**src/rtl/control_stack.sv**
```systemverilog
// control_stack: PC/IR fetch-execute control unit with a conditional-branch set,
// CALL/RETURN through an internal return-address stack, HALT and sticky stack-error flags. Rev 1.0
`default_nettype none

module control_stack #(
  parameter int OPERAND_WIDTH     = 11,
  parameter int INSTRUCTION_WIDTH = 16,
  parameter int ADDR_WIDTH        = 11,
  parameter int STACK_DEPTH       = 4
) (
  input  logic                               clock_in,
  input  logic                               reset_in,
  input  logic [INSTRUCTION_WIDTH-1:0]       instruction_in,
  input  logic                               status_Z_in,
  input  logic                               status_N_in,
  output logic [ADDR_WIDTH-1:0]              instruction_address_out,
  output logic [OPERAND_WIDTH-1:0]           operand_out,
  output logic [1:0]                         sel_A_out,
  output logic                               sel_B_out,
  output logic                               alu_op_out,
  output logic                               data_memory_wr_out,
  output logic                               acc_wr_out,
  output logic                               status_wr_out,
  output logic                               acc_reset_out,
  output logic                               status_reset_out,
  output logic                               halted_out,
  output logic [$clog2(STACK_DEPTH+1)-1:0]   stack_level_out,
  output logic                               stack_overflow_out,
  output logic                               stack_underflow_out
);

  localparam int OPCODE_WIDTH = INSTRUCTION_WIDTH - OPERAND_WIDTH;
  localparam int LEVEL_WIDTH  = $clog2(STACK_DEPTH + 1);
  localparam int INDEX_WIDTH  = (STACK_DEPTH > 1) ? $clog2(STACK_DEPTH) : 1;

  localparam logic [OPCODE_WIDTH-1:0] OP_HLT    = OPCODE_WIDTH'(5'h00);
  localparam logic [OPCODE_WIDTH-1:0] OP_STO    = OPCODE_WIDTH'(5'h01);
  localparam logic [OPCODE_WIDTH-1:0] OP_LD     = OPCODE_WIDTH'(5'h02);
  localparam logic [OPCODE_WIDTH-1:0] OP_LDI    = OPCODE_WIDTH'(5'h03);
  localparam logic [OPCODE_WIDTH-1:0] OP_ADD    = OPCODE_WIDTH'(5'h04);
  localparam logic [OPCODE_WIDTH-1:0] OP_ADDI   = OPCODE_WIDTH'(5'h05);
  localparam logic [OPCODE_WIDTH-1:0] OP_SUB    = OPCODE_WIDTH'(5'h06);
  localparam logic [OPCODE_WIDTH-1:0] OP_SUBI   = OPCODE_WIDTH'(5'h07);
  localparam logic [OPCODE_WIDTH-1:0] OP_BEQ    = OPCODE_WIDTH'(5'h08);
  localparam logic [OPCODE_WIDTH-1:0] OP_BNE    = OPCODE_WIDTH'(5'h09);
  localparam logic [OPCODE_WIDTH-1:0] OP_BGT    = OPCODE_WIDTH'(5'h0A);
  localparam logic [OPCODE_WIDTH-1:0] OP_BGE    = OPCODE_WIDTH'(5'h0B);
  localparam logic [OPCODE_WIDTH-1:0] OP_BLT    = OPCODE_WIDTH'(5'h0C);
  localparam logic [OPCODE_WIDTH-1:0] OP_BLE    = OPCODE_WIDTH'(5'h0D);
  localparam logic [OPCODE_WIDTH-1:0] OP_JMP    = OPCODE_WIDTH'(5'h0E);
  localparam logic [OPCODE_WIDTH-1:0] OP_CALL   = OPCODE_WIDTH'(5'h0F);
  localparam logic [OPCODE_WIDTH-1:0] OP_RETURN = OPCODE_WIDTH'(5'h10);

  localparam logic [LEVEL_WIDTH-1:0] LEVEL_ONE  = LEVEL_WIDTH'(1);
  localparam logic [LEVEL_WIDTH-1:0] LEVEL_FULL = LEVEL_WIDTH'(STACK_DEPTH);

  typedef enum logic [1:0] {
    ST_INIT    = 2'd0,
    ST_FETCH   = 2'd1,
    ST_EXECUTE = 2'd2,
    ST_HALT    = 2'd3
  } state_t;

  state_t                   state;
  state_t                   state_next;
  logic [ADDR_WIDTH-1:0]    pc;
  logic [ADDR_WIDTH-1:0]    pc_next;
  logic [INSTRUCTION_WIDTH-1:0] ir;
  logic [LEVEL_WIDTH-1:0]   sp;
  logic [ADDR_WIDTH-1:0]    stack_mem [STACK_DEPTH];
  logic                     ir_load;
  logic                     push;
  logic                     pop;
  logic                     overflow_set;
  logic                     underflow_set;
  logic                     overflow_flag;
  logic                     underflow_flag;
  logic                     branch_taken;

  logic [OPCODE_WIDTH-1:0]  opcode;
  logic [ADDR_WIDTH-1:0]    target;
  logic [INDEX_WIDTH-1:0]   push_index;
  logic [INDEX_WIDTH-1:0]   pop_index;

  assign opcode     = ir[INSTRUCTION_WIDTH-1:OPERAND_WIDTH];
  assign target     = ir[ADDR_WIDTH-1:0];
  assign push_index = INDEX_WIDTH'(sp);
  assign pop_index  = INDEX_WIDTH'(sp - LEVEL_ONE);

  assign instruction_address_out = pc;
  assign operand_out             = ir[OPERAND_WIDTH-1:0];
  assign stack_level_out         = sp;
  assign stack_overflow_out      = overflow_flag;
  assign stack_underflow_out     = underflow_flag;

  always_ff @(posedge clock_in or negedge reset_in) begin
    if (!reset_in) begin
      state          <= ST_INIT;
      pc             <= '0;
      ir             <= '0;
      sp             <= '0;
      overflow_flag  <= 1'b0;
      underflow_flag <= 1'b0;
    end else begin
      state <= state_next;
      pc    <= pc_next;
      if (ir_load) ir <= instruction_in;
      if (push) sp <= sp + LEVEL_ONE;
      else if (pop) sp <= sp - LEVEL_ONE;
      if (overflow_set) overflow_flag <= 1'b1;
      if (underflow_set) underflow_flag <= 1'b1;
    end
  end

  // Entries need no reset: the pointer alone defines which ones are valid.
  always_ff @(posedge clock_in) begin
    if (push) stack_mem[push_index] <= pc;
  end

  always_comb begin
    unique case (opcode)
      OP_BEQ:  branch_taken = status_Z_in;
      OP_BNE:  branch_taken = !status_Z_in;
      OP_BGT:  branch_taken = !status_Z_in && !status_N_in;
      OP_BGE:  branch_taken = !status_N_in;
      OP_BLT:  branch_taken = status_N_in;
      OP_BLE:  branch_taken = status_N_in || status_Z_in;
      OP_JMP:  branch_taken = 1'b1;
      default: branch_taken = 1'b0;
    endcase
  end

  always_comb begin
    state_next         = state;
    pc_next            = pc;
    ir_load            = 1'b0;
    push               = 1'b0;
    pop                = 1'b0;
    overflow_set       = 1'b0;
    underflow_set      = 1'b0;
    sel_A_out          = 2'b00;
    sel_B_out          = 1'b0;
    alu_op_out         = 1'b0;
    data_memory_wr_out = 1'b0;
    acc_wr_out         = 1'b0;
    status_wr_out      = 1'b0;
    acc_reset_out      = 1'b0;
    status_reset_out   = 1'b0;
    halted_out         = 1'b0;

    case (state)
      ST_INIT: begin
        acc_reset_out    = 1'b1;
        status_reset_out = 1'b1;
        state_next       = ST_FETCH;
      end
      ST_FETCH: begin
        ir_load    = 1'b1;
        pc_next    = pc + ADDR_WIDTH'(1);
        state_next = ST_EXECUTE;
      end
      ST_EXECUTE: begin
        state_next = ST_FETCH;
        if (branch_taken) pc_next = target;
        case (opcode)
          OP_HLT: state_next = ST_HALT;
          OP_STO: data_memory_wr_out = 1'b1;
          OP_LD: begin
            sel_A_out     = 2'b01;
            acc_wr_out    = 1'b1;
            status_wr_out = 1'b1;
          end
          OP_LDI: begin
            sel_A_out     = 2'b10;
            acc_wr_out    = 1'b1;
            status_wr_out = 1'b1;
          end
          OP_ADD, OP_ADDI, OP_SUB, OP_SUBI: begin
            sel_B_out     = (opcode == OP_ADDI) || (opcode == OP_SUBI);
            alu_op_out    = (opcode == OP_SUB) || (opcode == OP_SUBI);
            acc_wr_out    = 1'b1;
            status_wr_out = 1'b1;
          end
          OP_CALL: begin
            if (sp == LEVEL_FULL) begin
              overflow_set = 1'b1;
              state_next   = ST_HALT;
            end else begin
              push    = 1'b1;
              pc_next = target;
            end
          end
          OP_RETURN: begin
            if (sp == '0) begin
              underflow_set = 1'b1;
              state_next    = ST_HALT;
            end else begin
              pop     = 1'b1;
              pc_next = stack_mem[pop_index];
            end
          end
          default: ;
        endcase
      end
      ST_HALT: halted_out = 1'b1;
      default: state_next = ST_INIT;
    endcase
  end

endmodule

`default_nettype wire
```
**config.mk**
```make
export PLATFORM = sky130hd
export DESIGN_NAME = control_stack
export DESIGN_NICKNAME = d
export VERILOG_FILES = /design/src/rtl/control_stack.sv
export SDC_FILE = /design/constraint.sdc
export NUM_CORES = 1
export LEC_CHECK = 0
export ABC_AREA = 1
export CORE_ASPECT_RATIO = 1.25
export CORE_MARGIN = 2
export CORE_UTILIZATION = 50
export CTS_BUF_LIST = sky130_fd_sc_hd__clkbuf_8 sky130_fd_sc_hd__clkbuf_16
export CTS_CLUSTER_DIAMETER = 50
export DETAILED_ROUTE_END_ITERATION = 10
export GPL_TIMING_DRIVEN = 0
export PLACE_DENSITY = 0.83
export RECOVER_POWER = 25
export SYNTH_ARGS = -nofsm -noshare
export SYNTH_HDL_FRONTEND = slang
export SYNTH_SLANG_ARGS = --single-unit
```
**constraint.sdc**
```tcl
create_clock -name clock_in -period 2.9 [get_ports clock_in]
set_input_delay 0.58 -clock clock_in [delete_from_list [all_inputs] [get_ports clock_in]]
set_output_delay 0.58 -clock clock_in [all_outputs]
set_load 0.005 [all_outputs]
```
### Yosys cells after proc, flatten, opt, wreduce, memory -nomap -nowiden

Memories as Yosys holds them, arrays and structs flattened.
Cells that the tools add are included.
W data, S select, Z words.

* register bits after elaboration: 34
* memory bits (writable): 44
* bits of input ports: 20
* output and inout bits: 37
* memories: 1

* add/sub/neg operators: 3
* eq/ne operators: 20
* mux-type cells: 39
* reductions and logical operators: 14

Memories
* stack_mem: words 4, bits a word 11, rd ports 1, clocked after memory_dff 0, wr ports 1, line 70 `logic [ADDR_WIDTH-1:0] stack_mem [STACK_DEPTH];`

Operators with widths (count)
* $pmux W11 S2: 2
* $eq A5 B4 Y1 const B: 8
* $mux W11: 3
* $mux W1: 25
* $eq A5 B3 Y1 const B: 4
* $pmux W2 S3: 2
* $add A11 B1 Y11 const B: 1
* $eq A5 B2 Y1 const B: 2
* $pmux W1 S7: 1
* $mux W2: 3
* $mux W3: 2
* $reduce_or A6 Y1: 1
* $eq A5 B1 Y1 const B: 1
* $eq A5 B5 Y1 const B: 1
* $logic_not A5 Y1: 1
* $eq A2 B2 Y1 const B: 2
* $pmux W2 S2: 1
* $reduce_bool A2 Y1: 2
* $reduce_or A4 Y1: 1
* $add A3 B1 Y3 const B: 1
* $eq A3 B3 Y1 const B: 1
* $logic_not A3 Y1: 1
* $logic_or A1 B1 Y1: 3
* $reduce_bool A3 Y1: 1
* 5 further kinds: 6

### Longest topological paths before layout

Gate-level depths: netlist of the first run.

* word-level depth: 7
* gate-level depth with buffers: 12
* depth with buffers taken out: 12

### Worst setup path before layout of the first run

No wires, ideal clock.

* kind: reg2reg
* start: register sp[0] (netlist: stack_level_out[0])
* end: memory stack_mem[1][0], enable pin
* setup time: 378 ps
* data arrival time: 2194 ps
* required time: 2522 ps
* path slack: 327 ps
* stages on the path, launching flop included: 10
* buffers on the path: 1
* cell sequence: dfrtp_1 > inv_1 > clkbuf_1 > ha_1 > ha_1 > nor2_8 > inv_4 > nor2_2 > inv_1 > nor2_1

* cells in the longest elaborated chain, start to end: 6

Ends and longest elaborated chain
* start, declared: line 69 `logic [LEVEL_WIDTH-1:0] sp;`
* start signal, assigned: line 108 `if (push) sp <= sp + LEVEL_ONE;`
* start signal, assigned: line 109 `else if (pop) sp <= sp - LEVEL_ONE;`
* $eq A3 B3 Y1: line 185 `if (sp == LEVEL_FULL) begin`
* $mux W1: line 185
* $mux W1: line 165 `case (opcode)`
* $mux W1: line 151 `case (state)`
* $mux W1: line 117 `if (push) stack_mem[push_index] <= pc;`
* $mux W1 (implied by the code): line 117
* end, declared: line 70

Parallel ways exist; a longest one is shown, timed or not.

### Worst setup path after layout of the first run

* start: register state[0]
* end: output port status_wr_out

* cells in the longest elaborated chain, start to end: 2

Ends and longest elaborated chain
* start, declared: line 64 `state_t state;`
* start signal, assigned: line 105 `state <= state_next;`
* $eq A2 B2 Y1: line 151
* $mux W1: line 151
* end, declared: line 23 `output logic status_wr_out,`

Every way passes these cells.

==> impl_metrics.env, run 1 <==
export IMPL_status="finished, violations left"
export IMPL_failed_checks="max-capacitance violations, max-slew violations"
export IMPL_nets=608
export IMPL_p_sw_w=0.00229
export IMPL_syn_num_nets=536
export IMPL_io_pins=57
export IMPL_final_cell_mix="139 x nand2_1, 68 x nand3_1, 55 x clkdlybuf4s50_1, 48 x inv_1, 44 x edfxtp_1"
export IMPL_crit_path_max_fanout=10
export IMPL_die_area_um2=9360
export IMPL_antennaDiodeCount=0
export IMPL_arrival_ps=2240
export IMPL_area_delta_synth_final_pct=23.7
export IMPL_start_kind="register"
export IMPL_gp_congestion=0.890
export IMPL_yosys_most_used_dff="edfxtp_1"
export IMPL_ys_warn_count=0
export IMPL_clk_pin_slew_ps=80
export IMPL_seq_area_frac_synth_pct=50.5
export IMPL_hold_viol_final=0
export IMPL_drv_cap=1
export IMPL_numCtsBuffers=9
export IMPL_whs_path_depth=2
export IMPL_num_rows=37
export IMPL_finalCriticalPeriod_ps=2820
export IMPL_synth_area_um2=4300
export IMPL_met1_length_um=4130
export IMPL_routed_wl_um=10200
export IMPL_drive_gt1_share_pct=13.1
export IMPL_power_density_nw_per_um2=975
export IMPL_ctsHoldBuffers=0
export IMPL_routed_wl_met2_um=5280
export IMPL_clock_fmax_ghz=0.355
export IMPL_reg2reg_depth=9
export IMPL_synth_enable_flop_cells=44
export IMPL_setup_viol=0
export IMPL_p_leak_nw=2.31
export IMPL_vias_per_cell=5.39
export IMPL_pwr_share_clk_pct=15.0
export IMPL_ant_nets=0
export IMPL_vias=3654
export IMPL_tns_ps=0
export IMPL_p_sw_share_pct=44.1
export IMPL_core_um2=8290
export IMPL_endpoint_kind="primary output"
export IMPL_io_buffers=56
export IMPL_synthCells=504
export IMPL_fin_crit_sh_pct=97.2
export IMPL_grt_max_degree=35
export IMPL_initial_utilization_pct=51.9
export IMPL_grt_pass1_wl_um=16400
export IMPL_hpwlAfterDp_um=7260
export IMPL_avgSynthCellArea_um2=8.53
export IMPL_final_common_cell="nand2_1"
export IMPL_cts_root_buf="clkbuf_8"
export IMPL_finalCoreUtilization_pct=64.2
export IMPL_grt_total_usage_pct=22.8
export IMPL_cts_htree_levels=3
export IMPL_seqPwrFrac_pct=34.8
export IMPL_cts_max_path_buffers=2
export IMPL_dr_pass1_iters=4
export IMPL_dp_slack_ps=-394
export IMPL_hp_class="register to register"
export IMPL_crit_type="register to primary output"
export IMPL_async_reset_ff_share_pct=43.6
export IMPL_ff2ff_setup_slack_ps=210
export IMPL_synth_seq_cells=78
export IMPL_worstMarginPinSlew_ps=1950
export IMPL_worstPathRequired_ps=2320
export IMPL_drt_iter0_drc=270
export IMPL_wl_per_cell_um=15.0
export IMPL_numClockSinks=78
export IMPL_fin_skew_ps=10.6
export IMPL_ir_drop_uv=638
export IMPL_wl_met3_um=588
export IMPL_timing_final_ws_setup_ps=80.4
export IMPL_grt_pass1_vias=3501
export IMPL_ys_types=31
export IMPL_fp_dieH_um=108
export IMPL_p_int_w=0.00290
export IMPL_final_max_slew_viol_count=35
export IMPL_worst_hold_slack_ps=483
export IMPL_relSlewSlack_pct=-30.2
export IMPL_pwr_share_comb_pct=50.2
export IMPL_antenna_found_initial=0
export IMPL_tritoncts="yes"
export IMPL_clk_latency_ps=360
export IMPL_post_route_drc_count=0
export IMPL_highest_layer="met4"
export IMPL_overflow=0
export IMPL_die_width_um=86.9
==> sequential cells by signal, indices dropped and copies added (netlist names) <==
signal,cells
stack_mem,44
ir,16
instruction_address_out,11
stack_level_out,3
state,2
stack_overflow_out,1
stack_underflow_out,1
==> stage by stage <==
stage                     total power (W)  instances  area (um^2)
after CTS                         0.00514        673         5210
after global placement            0.00425        657         4980
after detailed placement          0.00433        657         4980
final                             0.00519        678         5320
after global routing              0.00557        678         5320
after floorplan                   0.00339        504         4300
==> routing by layer <==
layer	up-vias	global-route usage (%)
met1	1715	28.4
li1	1779	-
met5	-	0
met2	145	39.5
met3	15	3.37
met4	0	8.71
==> power by group through the flow <==
stage / clock, W / combinational (W) / sequential [W]
2_1_floorplan: 0 / 0.00165 / 0.00174
3_3_place_gp: 0 / 0.00245 / 0.00180
3_5_place_dp: 0 / 0.00252 / 0.00181
4_1_cts: 0.000782 / 0.00256 / 0.00180
5_1_grt: 0.000831 / 0.00290 / 0.00185
6_report: 0.000778 / 0.00260 / 0.00180
==> synth_stat cells (3+ instances only) <==
master      n  area share (%)
a21oi_1     7            0.81
buf_4      14             2.4
buf_6       3            0.79
clkbuf_1   13             1.1
dfrtp_1    34              20
edfxtp_1   44              31
ha_1       12             3.5
inv_1      49             4.3
inv_2       6            0.52
nand2_1   140              12
nand2_2     4            0.58
nand3_1    68             7.9
nand4_1     5            0.73
nor2_1     35             3.1
nor3_1      5            0.58
o21ai_0    32             3.7
o21ai_1     3            0.35
o31ai_1     3            0.52
xor2_1      9             1.8
==> critical path, cell delays in order, from the launching register on <==
cell	delay, ps
dfrtp_2	430
inv_2	90
ha_4	180
inv_4	100
nor3_4	220
nand2_2	110
o21ai_2	150
buf_4	120
clkdlybuf4s50_1	480
==> cell type report <==
cell class	count	area, um^2
plain buffers	30	189
clock buffers	9	124
clock inverters	7	65.1
fillers	630	2970
inverters	58	226
multi-input cells	337	1770
flip-flops and latches	78	2170
well taps	97	121
repair buffers	62	649
==> path summary, 6_finish.rpt <==
path                                    start                    endpoint
max in group asynchronous            reset_in                    state[1]
min reg2reg                stack_overflow_out          stack_overflow_out
min                        stack_overflow_out          stack_overflow_out
max                                  state[0]               status_wr_out
min in group asynchronous            reset_in  instruction_address_out[2]
max reg2reg                stack_level_out[0]             stack_mem[1][5]
==> kinds of logic after synthesis <==
kind of cell | share of synthesized area, %
fa+ha+maj | 3.49
xor+xnor | 1.83
buf+inv | 9.69
flops | 50.5
compound gates | 5.91
simple gates | 28.6
==> timing repair <==
action	4_1_cts	5_1_grt
setup buffers	0	6
resized for setup	12	7
pin swaps	0	5
setup endpoints to repair	51	56
Note: power is estimated with default switching activity, not from simulation.
==> run 2, diff against run 1 <==
--- a/config.mk
+++ b/config.mk
@@ -8,12 +8,12 @@
 export ABC_AREA = 1
 export CORE_ASPECT_RATIO = 1.25
 export CORE_MARGIN = 2
-export CORE_UTILIZATION = 50
+export CORE_UTILIZATION = 30
 export CTS_BUF_LIST = sky130_fd_sc_hd__clkbuf_8 sky130_fd_sc_hd__clkbuf_16
 export CTS_CLUSTER_DIAMETER = 50
 export DETAILED_ROUTE_END_ITERATION = 10
 export GPL_TIMING_DRIVEN = 0
-export PLACE_DENSITY = 0.83
+export PLACE_DENSITY = 0.58
 export RECOVER_POWER = 25
 export SYNTH_ARGS = -nofsm -noshare
 export SYNTH_HDL_FRONTEND = slang
==> run 2 against run 1 <==
  * The flow still finishes with violations (max-capacitance violations, max-slew violations)
  * Clock-buffer cell count stayed put
  * Worst setup slack better by 48 ps
  * First-iteration DRC count shrank 31%
  * Critical endpoint unchanged
  * Highest routed layer unchanged
==> impl_metrics.env, run 2 (synthesized netlist as in run 1, its figures left out) <==
export IMPL_arrival_ps=2190
export IMPL_top_register="stack_mem"
export IMPL_vias=3563
export IMPL_fin_skew_ps=8.13
export IMPL_status="finished, violations left"
export IMPL_worst_hold_slack_ps=487
export IMPL_worstPathRequired_ps=2320
export IMPL_vias_per_cell=4.71
export IMPL_power_density_nw_per_um2=993
export IMPL_hpwlAfterDp_um=8020
export IMPL_core_um2=13900
export IMPL_cts_htree_levels=3
export IMPL_hp_start="stack_underflow_out"
export IMPL_cts_root_buf="clkbuf_16"
export IMPL_ir_drop_uv=390
export IMPL_place_inst=735
export IMPL_endpoint_kind="primary output"
export IMPL_die_width_um=111
export IMPL_fin_crit_sh_pct=95.6
export IMPL_r2r_start="stack_level_out[0]"
export IMPL_hp_class="register to register"
export IMPL_drt_iter0_drc=185
export IMPL_io_pins=57
export IMPL_nets=609
export IMPL_final_max_slew_viol_count=35
export IMPL_final_cell_mix="139 x nand2_1, 68 x nand3_1, 55 x clkdlybuf4s50_1, 47 x inv_1, 44 x edfxtp_1"
export IMPL_grt_max_degree=35
export IMPL_antennaDiodeCount=0
export IMPL_drive_gt1_share_pct=12.7
export IMPL_ant_nets=0
export IMPL_die_area_um2=15300
export IMPL_cts_max_path_buffers=2
export IMPL_routed_wl_um=10900
export IMPL_failed_checks="max-capacitance violations, max-slew violations"
export IMPL_numCtsBuffers=9
export IMPL_overflow=0
export IMPL_dr_pass1_iters=4
export IMPL_num_rows=48
export IMPL_tns_ps=0
export IMPL_crit_path_max_fanout=10
export IMPL_initial_utilization_pct=30.9
export IMPL_post_route_drc_count=0
export IMPL_final_common_cell="nand2_1"
export IMPL_finalCriticalPeriod_ps=2770
export IMPL_crit_type="register to primary output"
export IMPL_rsz0062_at_grt="false"
export IMPL_clk_pin_slew_ps=60
export IMPL_clock_fmax_ghz=0.361
export IMPL_total_power_w=0.00546
export IMPL_largest_register_ffs=44
export IMPL_fp_dieH_um=138
export IMPL_startpoint="state[0]"
export IMPL_worstMarginPinSlew_ps=1900
export IMPL_io_buffers=56
export IMPL_start_kind="register"
export IMPL_p_leak_nw=2.34
export IMPL_relSlewSlack_pct=-26.8
export IMPL_clk_latency_ps=340
export IMPL_grt_pass1_vias=3560
export IMPL_drv_cap=1
export IMPL_gp_congestion=0.810
export IMPL_antenna_found_initial=0
export IMPL_grt_total_usage_pct=14.7
export IMPL_hold_viol_final=0
export IMPL_grt_pass1_wl_um=17800
export IMPL_area_delta_synth_final_pct=27.8
export IMPL_tritoncts="yes"
export IMPL_setup_viol=0
export IMPL_final_cells=757
export IMPL_ctsHoldBuffers=0
export IMPL_numClockSinks=78
export IMPL_wl_per_cell_um=14.4
-- run 2: cell count changes in the layout (fill, tap and decap cells not counted) --
| cell | delta |
|---|---|
| buf_12 | -1 |
| dfrtp_2 | -2 |
| inv_8 | -2 |
| clkinvlp_4 | +1 |
| inv_1 | -1 |
| o21ai_1 | +1 |
| clkinv_2 | +2 |
| o21ai_2 | -1 |
| buf_4 | +2 |
| clkinv_1 | +1 |
| clkinv_4 | -1 |
| clkbuf_8 | -9 |
| dfrtp_1 | +2 |
| clkbuf_16 | +9 |
-- run 2: routing by layer --
layer / vias up / part of all wire (%) / global-route usage (%) / wire length, um
li1: 1782 / - / - / -
met1: 1686 / 43 / 17.6 / 4650
met2: 83 / 52 / 26.5 / 5640
met3: 12 / 4.7 / 2.95 / 509
met4: 0 / 1.2 / 4.94 / 135
met5: - / 0 / 0 / 0
-- run 2: worst paths after layout --
check	endpoint	slack, ps	depth (start not counted)
worst min register to register	stack_underflow_out	490	2
worst max-delay path	status_wr_out	130	8
worst min-delay path	stack_underflow_out	490	2
min in group asynchronous	stack_overflow_out	760	1
worst max register to register	stack_mem[0][3]	270	8
max in group asynchronous	instruction_address_out[10]	1040	1
-- run 2: worst max-delay path, cell delays in order, from the launching register on --
cell,delay (ps)
dfrtp_1,420
inv_2,100
ha_4,190
inv_4,100
nor3_4,170
nand2_2,100
o21ai_1,160
buf_4,120
clkdlybuf4s50_1,480
-- run 2: per-stage QoR --
step           utilization, %  setup slack, ps  instance area [um^2]
6_report                 39.4              129                  5490
3_3_place_gp             36.4             -366                  5080
2_1_floorplan               -              327                  4300
5_1_grt                  39.4             4.32                  5490
3_5_place_dp             36.4             -416                  5070
4_1_cts                  38.6             -154                  5380
-- run 2: repair_timing --
action,in CTS,in global routing
pin swaps,0,3
resized for setup,10,7
setup buffers,0,7
endpoints found under the setup margin,51,55
-- run 2: power by group --
group          switching [W]  total, W  internal, W
combinational        0.00149   0.00258      0.00109
clock               0.000469   0.00105     0.000581
sequential          0.000338   0.00182      0.00148
total                0.00230   0.00546      0.00316
-- run 2: area by class of cell --
| cell class | instances | area, um^2 |
|---|---|---|
| clock inverters | 7 | 47.5 |
| repair buffers | 63 | 644 |
| fillers | 1447 | 8440 |
| multi-input cells | 337 | 1770 |
| well taps | 175 | 219 |
| inverters | 58 | 230 |
| flip-flops and latches | 78 | 2170 |
| clock buffers | 9 | 225 |
| plain buffers | 30 | 189 |
==> run 3, diff against run 2 <==
--- a/config.mk
+++ b/config.mk
@@ -10,10 +10,11 @@
 export CORE_MARGIN = 2
 export CORE_UTILIZATION = 30
 export CTS_BUF_LIST = sky130_fd_sc_hd__clkbuf_8 sky130_fd_sc_hd__clkbuf_16
-export CTS_CLUSTER_DIAMETER = 50
+export CTS_CLUSTER_DIAMETER = 30
 export DETAILED_ROUTE_END_ITERATION = 10
 export GPL_TIMING_DRIVEN = 0
-export PLACE_DENSITY = 0.58
+export MAX_ROUTING_LAYER = met4
+export PLACE_DENSITY_LB_ADDON = 0.08
 export RECOVER_POWER = 25
 export SYNTH_ARGS = -nofsm -noshare
 export SYNTH_HDL_FRONTEND = slang
==> run 3 against run 2 <==
  * The flow still finishes with violations (max-capacitance violations, max-slew violations)
  * Via count decreased by 0.93%
  * Fmax is 0.81% lower
  * Register-to-register slack improved by 20 ps
  * Wire length rose by 5.3%
  * Largest cell class unchanged
==> impl_metrics.env, run 3 (synthesized netlist as in run 1, its figures left out) <==
export IMPL_cts_htree_levels=3
export IMPL_antennaDiodeCount=0
export IMPL_area_delta_synth_final_pct=29.5
export IMPL_fin_skew_ps=10.9
export IMPL_relSlewSlack_pct=-29.2
export IMPL_fin_crit_sh_pct=96.3
export IMPL_grt_max_degree=35
export IMPL_arrival_ps=2210
export IMPL_worst_hold_slack_ps=476
export IMPL_clk_pin_slew_ps=70
export IMPL_setup_viol=0
export IMPL_gp_congestion=0.804
export IMPL_cts_root_buf="clkbuf_16"
export IMPL_tns_ps=0
export IMPL_num_rows=48
export IMPL_final_common_cell="nand2_1"
export IMPL_io_buffers=56
export IMPL_wl_per_cell_um=15.1
export IMPL_hp_class="register to register"
export IMPL_ctsHoldBuffers=0
export IMPL_final_max_slew_viol_count=35
export IMPL_hold_viol_final=0
export IMPL_timing_final_ws_setup_ps=106
export IMPL_finalCriticalPeriod_ps=2790
export IMPL_numCtsBuffers=9
export IMPL_overflow=0
export IMPL_core_um2=13900
export IMPL_endpoint_kind="primary output"
export IMPL_place_inst=735
export IMPL_drive_gt1_share_pct=14.0
export IMPL_cts_max_path_buffers=2
export IMPL_start_kind="register"
export IMPL_drv_cap=1
export IMPL_ff2ff_setup_slack_ps=290
export IMPL_die_width_um=111
export IMPL_crit_path_max_fanout=10
export IMPL_worstPathRequired_ps=2320
export IMPL_p_leak_nw=2.39
export IMPL_dr_pass1_iters=4
export IMPL_ant_nets=0
export IMPL_top_register="stack_mem"
export IMPL_dp_slack_ps=-549
export IMPL_initial_utilization_pct=30.9
export IMPL_routed_wl_um=11500
export IMPL_vias_per_cell=4.64
export IMPL_numClockSinks=78
export IMPL_failed_checks="max-capacitance violations, max-slew violations"
export IMPL_final_cell_mix="139 x nand2_1, 68 x nand3_1, 54 x clkdlybuf4s50_1, 47 x inv_1, 44 x edfxtp_1"
export IMPL_clock_fmax_ghz=0.358
export IMPL_crit_type="register to primary output"
export IMPL_grt_total_usage_pct=16.1
export IMPL_vias=3530
export IMPL_die_area_um2=15300
export IMPL_post_route_drc_count=0
export IMPL_fin_area_um2=5570
export IMPL_tritoncts="yes"
export IMPL_largest_register_ffs=44
export IMPL_ir_drop_uv=496
export IMPL_status="finished, violations left"
export IMPL_clk_latency_ps=350
export IMPL_dpl_instance_area_um2=5070
export IMPL_fp_dieH_um=138
export IMPL_drt_iter0_drc=166
export IMPL_grt_pass1_wl_um=18400
export IMPL_grt_pass1_vias=3440
export IMPL_io_pins=57
export IMPL_power_density_nw_per_um2=999
export IMPL_hpwlAfterDp_um=8290
export IMPL_nets=613
export IMPL_worstMarginPinSlew_ps=1940
export IMPL_final_cells=761
export IMPL_fillCellCount=1422
export IMPL_antenna_found_initial=0
[run 3: changes by cell type in the layout (fill, tap and decap cells not counted), sizes merged, moves of 2 or more]
cell,previous run,this run
clkinvlp,2,4
inv,58,60
buf,25,30
clkinv,5,1
[run 3: layer usage]
layer  global-route usage [%]  share of wire, %  vias to the layer above
met4                     4.73               1.2                        0
met5                        -                 0                        -
met2                     27.8                50                       88
met1                     19.4                44                     1639
met3                     2.82               4.6                       10
li1                         -                 -                     1793
[run 3: cell type report]
| cell class | instances | area [um^2] | area share, % |
|---|---|---|---|
| well taps | 175 | 219 | 3.93 |
| multi-input cells | 337 | 1770 | 31.8 |
| inverters | 58 | 235 | 4.22 |
| plain buffers | 29 | 185 | 3.33 |
| clock buffers | 9 | 225 | 4.04 |
| flip-flops and latches | 78 | 2170 | 39.0 |
| repair buffers | 68 | 697 | 12.5 |
| clock inverters | 7 | 62.6 | 1.12 |
[run 3: repair_timing]
item / 4_1_cts / 5_1_grt
buffers inserted: 5 / 7
gates resized for setup: 16 / 6
pin swaps: 3 / 3
endpoints found under the setup margin: 56 / 51
[run 3: worst max-delay path, stage by stage, from the launching register on]
cell and delay, ps:
dfrtp_2 440, inv_2 90, ha_4 200, inv_8 70, nor3_4 220, nand2_2 110
buf_4 140, nor2_1 80, clkdlybuf4s50_1 500
[run 3: path summary, 6_finish.rpt]
kind	from	end	cells after the start
worst min register to register	stack_underflow_out	stack_underflow_out	2
min in group asynchronous	reset_in	ir[4]	1
worst max-delay path	state[0]	sel_A_out[1]	8
worst max register to register	stack_level_out[0]	stack_mem[1][6]	9
max in group asynchronous	reset_in	state[0]	1
worst min-delay path	stack_underflow_out	stack_underflow_out	2
[run 3: report_power, final]
group	switching (W)	total (W)	internal, W
Clock	0.000518	0.00112	0.000598
Combinational	0.00152	0.00262	0.00110
Sequential	0.000336	0.00182	0.00148
[run 3: stage by stage]
stage               power, W  utilization, %
detailed placement   0.00441            36.4
global route         0.00601            40.0
CTS                  0.00559            39.5
finish               0.00556            40.0
floorplan            0.00339               -
global placement     0.00439            36.4
